--- src/rtl/tur_pkg.sv ---
// rtl/tur_pkg.sv - shared state enum, point-code width and cell point function for the grid scoring game
package tur_pkg;

  typedef enum logic [1:0] {
    IDLE = 2'd0,
    PLAY = 2'd1,
    DONE = 2'd2
  } tur_state_t;

  localparam int PT_W = 2;

  // Centre is worth 3, edge-midpoints 2, corners 1, row/column 0 nothing.
  function automatic logic [PT_W-1:0] tur_points(input logic [1:0] x, input logic [1:0] y);
    logic [PT_W-1:0] p;
    if (x == 2'd0 || y == 2'd0)      p = 2'd0;
    else if (x == 2'd2 && y == 2'd2) p = 2'd3;
    else if (x == 2'd2 || y == 2'd2) p = 2'd2;
    else                             p = 2'd1;
    return p;
  endfunction

endpackage

--- src/rtl/tur_puan.sv ---
// rtl/tur_puan.sv - combinational (x,y) cell to point-code lookup
module tur_puan
  import tur_pkg::*;
(
  input  logic [1:0]      x,
  input  logic [1:0]      y,
  output logic [PT_W-1:0] pt
);

  // Pure table lookup, no state.
  always_comb begin
    pt = tur_points(x, y);
  end

endmodule

--- src/rtl/tur_oyun.sv ---
// rtl/tur_oyun.sv - turn-based grid scoring game controller; optional claimed-cell lock via TUR_CELL_LOCK_EN
module tur_oyun
  import tur_pkg::*;
#(
  parameter int NP         = 2,
  parameter int SW         = 6,
  parameter int THRESH     = 5,
  parameter int MAX_ROUNDS = 8
) (
  input  logic                  clk,
  input  logic                  rst,
  input  logic                  start,
  input  logic                  mv_valid,
  output logic                  mv_ready,
  input  logic [1:0]            mv_x,
  input  logic [1:0]            mv_y,
  output logic                  mv_err,
  output logic [$clog2(NP)-1:0] cur_player,
  output logic [7:0]            round,
  output logic [NP*SW-1:0]      scores,
  output logic                  done,
  output logic [$clog2(NP)-1:0] winner,
  output logic                  winner_valid
);

  localparam int PW = $clog2(NP);

  tur_state_t      state, state_nxt;
  logic [PT_W-1:0] pt;
  logic [SW-1:0]   cur_score;
  logic [SW-1:0]   new_score;
  logic [SW:0]     sum;
  logic            accept;
  logic            hit;
  logic            wrap;
  logic            round_end;
  logic            claimed;
  logic            full;
  logic            restart;

`ifdef TUR_CELL_LOCK_EN
  logic [15:0] mask;
  logic [3:0]  cell;
  logic        reject;
`endif

  tur_puan u_puan (
    .x  (mv_x),
    .y  (mv_y),
    .pt (pt)
  );

  // Move evaluation: saturating score update, threshold, round-limit and full-board detection.
  always_comb begin
    cur_score = scores[cur_player*SW +: SW];
    sum       = {1'b0, cur_score} + {{(SW+1-PT_W){1'b0}}, pt};
    new_score = sum[SW] ? {SW{1'b1}} : sum[SW-1:0];
    hit       = new_score >= SW'(THRESH);
    wrap      = cur_player == PW'(NP-1);
    round_end = wrap && ((round + 8'd1) == 8'(MAX_ROUNDS));
    restart   = start && (state == IDLE || state == DONE);
`ifdef TUR_CELL_LOCK_EN
    cell      = {mv_x, mv_y};
    claimed   = mask[cell];
    full      = &(mask | (16'd1 << cell));
    reject    = (state == PLAY) && mv_valid && claimed;
`else
    claimed   = 1'b0;
    full      = 1'b0;
`endif
    accept    = (state == PLAY) && mv_valid && !claimed;
  end

  // State register.
  always_ff @(posedge clk or posedge rst) begin
    if (rst) state <= IDLE;
    else     state <= state_nxt;
  end

  // Next-state: threshold, round limit and full board all end the game.
  always_comb begin
    state_nxt = state;
    case (state)
      IDLE:    if (start) state_nxt = PLAY;
      PLAY:    if (accept && (hit || round_end || full)) state_nxt = DONE;
      DONE:    if (start) state_nxt = PLAY;
      default: state_nxt = IDLE;
    endcase
  end

  // Outputs decoded from the state register only, so mv_ready never depends on mv_valid.
  always_comb begin
    mv_ready = (state == PLAY);
    done     = (state == DONE);
  end

  // Game datapath: scores, turn, round, winner and the claimed-cell mask.
  always_ff @(posedge clk or posedge rst) begin
    if (rst) begin
      scores       <= '0;
      cur_player   <= '0;
      round        <= '0;
      winner       <= '0;
      winner_valid <= 1'b0;
`ifdef TUR_CELL_LOCK_EN
      mask         <= '0;
      mv_err       <= 1'b0;
`endif
    end else begin
`ifdef TUR_CELL_LOCK_EN
      mv_err <= reject;
`endif
      if (restart) begin
        scores       <= '0;
        cur_player   <= '0;
        round        <= '0;
        winner       <= '0;
        winner_valid <= 1'b0;
`ifdef TUR_CELL_LOCK_EN
        mask         <= '0;
`endif
      end else if (accept) begin
        scores[cur_player*SW +: SW] <= new_score;
`ifdef TUR_CELL_LOCK_EN
        mask[cell] <= 1'b1;
`endif
        if (hit) begin
          winner       <= cur_player;
          winner_valid <= 1'b1;
        end else begin
          cur_player <= wrap ? '0 : cur_player + 1'b1;
          if (wrap) round <= round + 8'd1;
        end
      end
    end
  end

`ifndef TUR_CELL_LOCK_EN
  assign mv_err = 1'b0;
`endif

endmodule
--- config.mk ---
export PLATFORM = sky130hd
export DESIGN_NAME = tur_oyun
export DESIGN_NICKNAME = d
export VERILOG_FILES = /design/src/rtl/tur_pkg.sv /design/src/rtl/tur_puan.sv /design/src/rtl/tur_oyun.sv
export SDC_FILE = /design/constraint.sdc
export NUM_CORES = 1
export LEC_CHECK = 0
export ABC_AREA = 1
export ABC_CLOCK_PERIOD_IN_PS = 2520
export CAP_MARGIN = 20
export CORE_MARGIN = 2
export CORE_UTILIZATION = 35
export DETAILED_ROUTE_END_ITERATION = 10
export GPL_ROUTABILITY_DRIVEN = 0
export PLACE_DENSITY_LB_ADDON = 0.12
export RECOVER_POWER = 50
export SLEW_MARGIN = 20
export SYNTH_ARGS = -nofsm -noshare
export SYNTH_HDL_FRONTEND = slang
export SYNTH_SLANG_ARGS = --single-unit
--- constraint.sdc ---
create_clock -name clk -period 2.52 [get_ports clk]
set_input_delay 0.504 -clock clk [delete_from_list [all_inputs] [get_ports clk]]
set_output_delay 0.504 -clock clk [all_outputs]
set_load 0.05 [all_outputs]
=== After elaboration in Yosys (flattened, before gate mapping) ===
Cells that the tools add are included.

* Flip-flop bits (word level): 25
* Bits in latches: 0
* Memory bits (writable): 0
* Memory bits (read-only): 0
* Input port bits: 8
* Output and inout bits: 26
* Logic and storage cells: 67
* Memories kept: 0

* $add $sub $neg: 4
* Multipliers: 1
* Divide/modulo/power cells: 0
* Magnitude comparators: 1
* Eq/ne operators: 8
* Shifts and indexed selects: 3
* Mux-type cells: 24
* Bitwise operators: 0
* Reduce and logical (&&, ||, !) cells: 20

{| class="wikitable"
|+ Operators with widths
! cell !! count
|-
| $neg A4 Y34 || 1
|-
| $shift A6 B34 Y12 const A || 1
|-
| $shiftx A6 B34 Y12 || 1
|-
| $mux W8 || 4
|-
| $mux W12 || 2
|-
| $bwmux W12 || 1
|-
| $shiftx A12 B5 Y6 || 1
|-
| $mux W1 || 10
|-
| $mux W2 || 5
|-
| $add A8 B1 Y8 const B || 1
|-
| $eq A8 B4 Y1 const B || 1
|-
| $add A6 B2 Y7 || 1
|-
| $eq A2 B2 Y1 const B || 3
|-
| $ge A6 B3 Y1 const B || 1
|-
| $logic_not A2 Y1 || 3
|-
| $mux W6 || 1
|-
| $ne A2 B1 Y1 const B || 3
|-
| $reduce_and A2 Y1 || 3
|-
| $reduce_bool A2 Y1 || 3
|-
| $logic_and A1 B1 Y1 || 5
|-
| $logic_or A1 B1 Y1 || 4
|-
| $pmux W2 S2 || 1
|-
| $mul A1 B2 Y3 const B || 1
|-
| $reduce_and A3 Y1 || 1
|-
| 3 further kinds || 3
|}

=== Depth between registers and ports, before layout ===
Gate-level depths: netlist (run 1).

* Depth in word-level cells: 12
* Gate-level depth with buffers: 18
* Gate-level depth less buffers: 18

=== Hierarchy ===
A second synthesis (run 1) with hierarchy kept.

* Cell total of the unflattened synthesis: 257
* Area, all modules: 1835.5 sq um

{| class="wikitable"
|+ By module, submodules not included
! module !! times used !! cells an instance !! area each (sq um) !! sequential area each (sq um)
|-
| tur_oyun || 1 || 245 || 1781.7 || 625.6
|-
| tur_puan || 1 || 12 || 53.8 || 0.0
|}

=== Worst setup path after synthesis (run 1) ===
No wires, ideal clock.

* Path type: reg-to-reg
* Start: register cur_player
* End: register round[2]
* Library setup time: 0.121 ns
* Data arrival time: 2.444 ns
* Data required time: 2.399 ns
* Slack: -0.045 ns
* Stages on the path, launching flop included: 17
* Buffers on the path: 1
* Period minus slack after synthesis: 2.565 ns
* Cell sequence: dfrtp_1 buf_6 nand2_1 o21ai_0 ha_1 inv_1 fa_1 inv_1 nand3_1 nor2_1 nand2_1 nand2_1 nand2_2 nand4_4 clkinv_4 nand2_1 nand2_1

* Longest elaborated chain between the ends: 7
* Elaborated cells on any way between the ends: 8
* Classes of those cells: 1 x add/sub; 1 x mul; 1 x order compare; 1 x eq/ne; 1 x shift; 1 x mux; 2 x reduce/logical

{| class="wikitable"
|+ Ends and longest elaborated chain
! what !! line !! source
|-
| from (decl) || tur_oyun.sv:18 || <nowiki>output logic [$clog2(NP)-1:0] cur_player,</nowiki>
|-
| from (signal assigned) || tur_oyun.sv:131 || <nowiki>cur_player <= wrap ? '0 : cur_player + 1'b1;</nowiki>
|-
| $mul A1 B2 Y3 || tur_oyun.sv:55 || <nowiki>cur_score = scores[cur_player*SW +: SW];</nowiki>
|-
| $shiftx A12 B5 Y6 || tur_oyun.sv:55 ||
|-
| $add A6 B2 Y7 || tur_oyun.sv:56 || <nowiki>sum = {1'b0, cur_score} + {{(SW+1-PT_W){1'b0}}, pt};</nowiki>
|-
| $mux W6 || tur_oyun.sv:57 || <nowiki>new_score = sum[SW] ? {SW{1'b1}} : sum[SW-1:0];</nowiki>
|-
| $ge A6 B3 Y1 || tur_oyun.sv:58 || <nowiki>hit = new_score >= SW'(THRESH);</nowiki>
|-
| $ne A2 B1 Y1 (no line) || -- ||
|-
| $reduce_and A3 Y1 (no line) (*) || -- ||
|-
| to (signal assigned) || tur_oyun.sv:132 || <nowiki>if (wrap) round <= round + 8'd1;</nowiki>
|-
| to (decl) || tur_oyun.sv:19 || <nowiki>output logic [7:0] round,</nowiki>
|}

Every way passes the cells marked *; elsewhere a longest branch is shown, timed or not.
A chain may end at the register's enable or synchronous reset.

=== Worst setup path after layout (run 1) ===
* Start: input mv_x[0]
* End: register round[4]

* Longest elaborated chain between the ends: 10
* Elaborated cells on any way between the ends: 13
* Classes of those cells: 1 x add/sub; 1 x order compare; 2 x eq/ne; 4 x mux; 5 x reduce/logical

{| class="wikitable"
|+ Ends and longest elaborated chain
! what !! line !! source
|-
| from (decl) || tur_oyun.sv:15 || <nowiki>input logic [1:0] mv_x,</nowiki>
|-
| $eq A2 B2 Y1 || tur_pkg.sv:16, tur_pkg.sv:17 ||
|-
| $logic_or A1 B1 Y1 || tur_pkg.sv:17 || <nowiki>else if (x == 2'd2 || y == 2'd2) p = 2'd2;</nowiki>
|-
| $mux W2 || tur_pkg.sv:17 ||
|-
| $mux W2 || tur_pkg.sv:16 || <nowiki>else if (x == 2'd2 && y == 2'd2) p = 2'd3;</nowiki>
|-
| $mux W2 (*) || tur_pkg.sv:15 || <nowiki>if (x == 2'd0 || y == 2'd0) p = 2'd0;</nowiki>
|-
| $add A6 B2 Y7 (*) || tur_oyun.sv:56 ||
|-
| $mux W6 (*) || tur_oyun.sv:57 ||
|-
| $ge A6 B3 Y1 (*) || tur_oyun.sv:58 ||
|-
| $ne A2 B1 Y1 (no line) (*) || -- ||
|-
| $reduce_and A3 Y1 (no line) (*) || -- ||
|}

Marks and branches as above.

==> impl_metrics.env, run 1 <==
export IMPL_rsz0062_at_grt="yes"
export IMPL_wl_per_cell_um=12.88
export IMPL_post_synth_cell_area_avg_um2=7.141
export IMPL_vias=1633
export IMPL_cellPowerDensity_nw_per_um2=1004
export IMPL_drive_gt1_frac=0.2183
export IMPL_ys_flop_type="dfrtp_1"
export IMPL_p_leak_uw=0.001172
export IMPL_grt_use_met2=0.2803
export IMPL_areaGrowthSynthToFinish_pct=34.67
export IMPL_grt_pass1_wl_um=7210
export IMPL_busiest_layer="met2"
export IMPL_cp_arrival_ns=2.60
export IMPL_status="finished clean"
export IMPL_ff2ff_setup_slack_ns=0.15
export IMPL_hold_depth=2
export IMPL_clkLatencyLatePin_ns=0.27
export IMPL_total_power_uw=2279
export IMPL_initial_core_util=0.3592
export IMPL_port_buffers=32
export IMPL_cp_end_kind="flip-flop"
export IMPL_viasPerCell=4.831
export IMPL_cts_htree_levels=1
export IMPL_synth_area_leader_cell="dfrtp_1"
export IMPL_p_int_uw=1105
export IMPL_dp_worst_setup_slack_ns=-0.6047
export IMPL_required_ns=2.68
export IMPL_hp_class="reg2reg"
export IMPL_die_h_um=73.39
export IMPL_holdWs_ns=0.5146
export IMPL_hold_viol_final=0
export IMPL_worst_r2r_endpoint="round[4]"
export IMPL_peakVddDrop_uv=311.7
export IMPL_synth_top_area_frac=0.3712
export IMPL_drc_errors=0
export IMPL_ys_seq_area_frac=0.3712
export IMPL_cts_tree="done"
export IMPL_yosysWarnings=0
export IMPL_syn_num_nets=250
export IMPL_regToRegStartpoint="cur_player"
export IMPL_ant_nets=0
export IMPL_grt_max_degree=26
export IMPL_worst_pin_slew_ns=1.432
export IMPL_fmax_ghz=0.4110
export IMPL_clock_root_buffer="clkbuf_8"
export IMPL_synthTopCellsByArea="dfrtp_1 37%, nand2_1 14%, inv_1 9.1%"
export IMPL_cap_violations=0
export IMPL_drv_slew=0
export IMPL_critical_path_peak_fanout=8
export IMPL_crit_start="mv_x[0]"
export IMPL_crit_path_end="round[4]"
export IMPL_slew_headroom=0.04559
export IMPL_yosysUniqueCellTypes=28
export IMPL_synth_cells=236
export IMPL_fin_ws_ns=0.08674
export IMPL_fin_util=0.4837
export IMPL_worstSetupPathType="in2reg"
export IMPL_die_area_um2=5386
export IMPL_ff2ff_path_depth=14
export IMPL_coreArea_um2=4692
export IMPL_dr_first_iter_drc_count=79
export IMPL_grt_use_met3=0.02058
export IMPL_grt_use_total=0.1708
export IMPL_start_kind="input pin"
export IMPL_met1_usage=0.2397
export IMPL_fin_crit_ns=2.433
export IMPL_nets=299
export IMPL_numCtsBuffers=3
export IMPL_firstDrtPassIters=4
export IMPL_antenna_cells=0
export IMPL_tns_ns=0
export IMPL_dp_hpwl_um=3076
export IMPL_io_pin_count=34
export IMPL_switching_share=0.5153
export IMPL_clock_skew_ns=0.001411
export IMPL_clockPowerShare=0.107
export IMPL_clk_path_buf_depth=2
export IMPL_ys_seq_elements=25
export IMPL_num_rows=25
export IMPL_syn_cell_area_um2=1685
export IMPL_grt_ovfl_total=0
export IMPL_wl_um=4355
export IMPL_cts_hold_fix_buffers=0
export IMPL_die_width_um=73.39
export IMPL_path_clk_slew_ns=0.09
export IMPL_power_frac_comb=0.640
export IMPL_async_flop_share=1.000
export IMPL_period_share=0.9656
export IMPL_finalSetupViolCount=0
export IMPL_first_global_vias=1499
export IMPL_antenna_found_initial=0
export IMPL_cts_sinks=25
export IMPL_synth_edf_count=0
export IMPL_p_seq_frac=0.253
export IMPL_p_sw_uw=1175
[cell usage after synthesis, types with 2 or more instances]
cell type   n
nand3_1    19
inv_1      41
clkbuf_1    2
a21oi_1     2
nand3_2     2
o22ai_1     7
nand2_1    65
inv_2       2
dfrtp_1    25
o21ai_0    15
nand2_4     2
nor2_1     20
ha_1        5
xor2_1      2
nand4_1     6
nor2_2      3
nor2_4      3
nand2_2     5
[flip-flops by register name, indices dropped and copies added (netlist names)]
register,cells
cur_player,1
state,2
winner,1
scores,12
round,8
winner_valid,1
[logic make-up after synthesis]
| kind of cell | synth area share |
|---|---|
| AOI/OAI and AO/OA | 0.08612 |
| xor gates and xnor gates | 0.01040 |
| adders and majority gates | 0.04900 |
| buffers and inverters | 0.1166 |
| DFF | 0.3712 |
| other | 0.002225 |
| and+or+nand+nor | 0.3645 |
[worst max-delay path, cell delays in order]
cell and delay (ns):
buf_6 0.09, inv_2 0.03, nand2_1 0.04, ha_1 0.30, nor2_2 0.11, ha_2 0.19
inv_2 0.04, fa_2 0.35, inv_2 0.10, nand3_2 0.09, nor2_2 0.10, nand2_2 0.10
nand3_2 0.11, nand2_4 0.07, nand4_4 0.14, clkinv_4 0.11, nand2_1 0.07, nand2_1 0.05
[power by group through the flow]
stage                     sequential [µW]  combinational [µW]  clock, µW
after detailed placement              587                1290          0
after global routing                  595                1570        267
final                                 577                1460        243
after floorplan                       843                 637          0
after CTS                             580                1400        252
after global placement                591                1300          0
[what timing repair did]
item	in CTS	in global routing
pin swaps	9	14
resized for setup	15	21
gates cloned	1	0
buffers inserted	5	2
setup endpoints to repair	22	16
[metal layers]
layer | vias up | wire, µm
met1 | 759 | 2165
met3 | 2 | 110
met4 | 0 | 27
li1 | 842 | -
met2 | 30 | 2051
met5 | - | 0
[area by class of cell]
| type | instances | area (µm²) |
|---|---|---|
| flip-flops and latches | 25 | 626.9 |
| fillers | 469 | 2422 |
| repair buffers | 47 | 421.7 |
| well taps | 54 | 67.56 |
| multi-input cells | 164 | 938.4 |
| clock buffers | 4 | 45.04 |
| inverters | 44 | 170.2 |
[per-stage QoR]
stage | std cells | area [µm²]
floorplan | 236 | 1687
global placement | 326 | 2108
detailed placement | 326 | 2108
CTS | 336 | 2223
global route | 338 | 2270
finish | 338 | 2270
[layout by cell type (no fill, tap or decap), drive strengths merged, types with 3 or more instances in the layout]
cell | synthesis | routed
a21oi | 3 | 3
buf | 2 | 16
clkbuf | 2 | 7
clkdlybuf4s50 | 0 | 19
dfrtp | 25 | 25
dlygate4sd3 | 0 | 9
ha | 5 | 5
inv | 43 | 43
nand2 | 72 | 72
nand3 | 21 | 21
nand4 | 7 | 8
nor2 | 26 | 26
o21ai | 15 | 15
o22ai | 7 | 7
[worst min path at each step]
stage | startpoint | end | slack (ns)
5_1_grt | winner_valid | winner_valid | 0.55
2_1_floorplan | rst | round[0] | 0.53
4_1_cts | winner_valid | winner_valid | 0.53
3_5_place_dp | winner | winner | 0.50
6_report | winner_valid | winner_valid | 0.51
3_3_place_gp | winner | winner | 0.50
(Power assumes the default switching activity.)
==> run 2, diff against run 1 <==
ABC_CLOCK_PERIOD_IN_PS = unset   (was 2520)
CAP_MARGIN = unset   (was 20)
==> results of run 2 <==
Same layout as run 1: the final DEF is identical, and so are final timing and power.
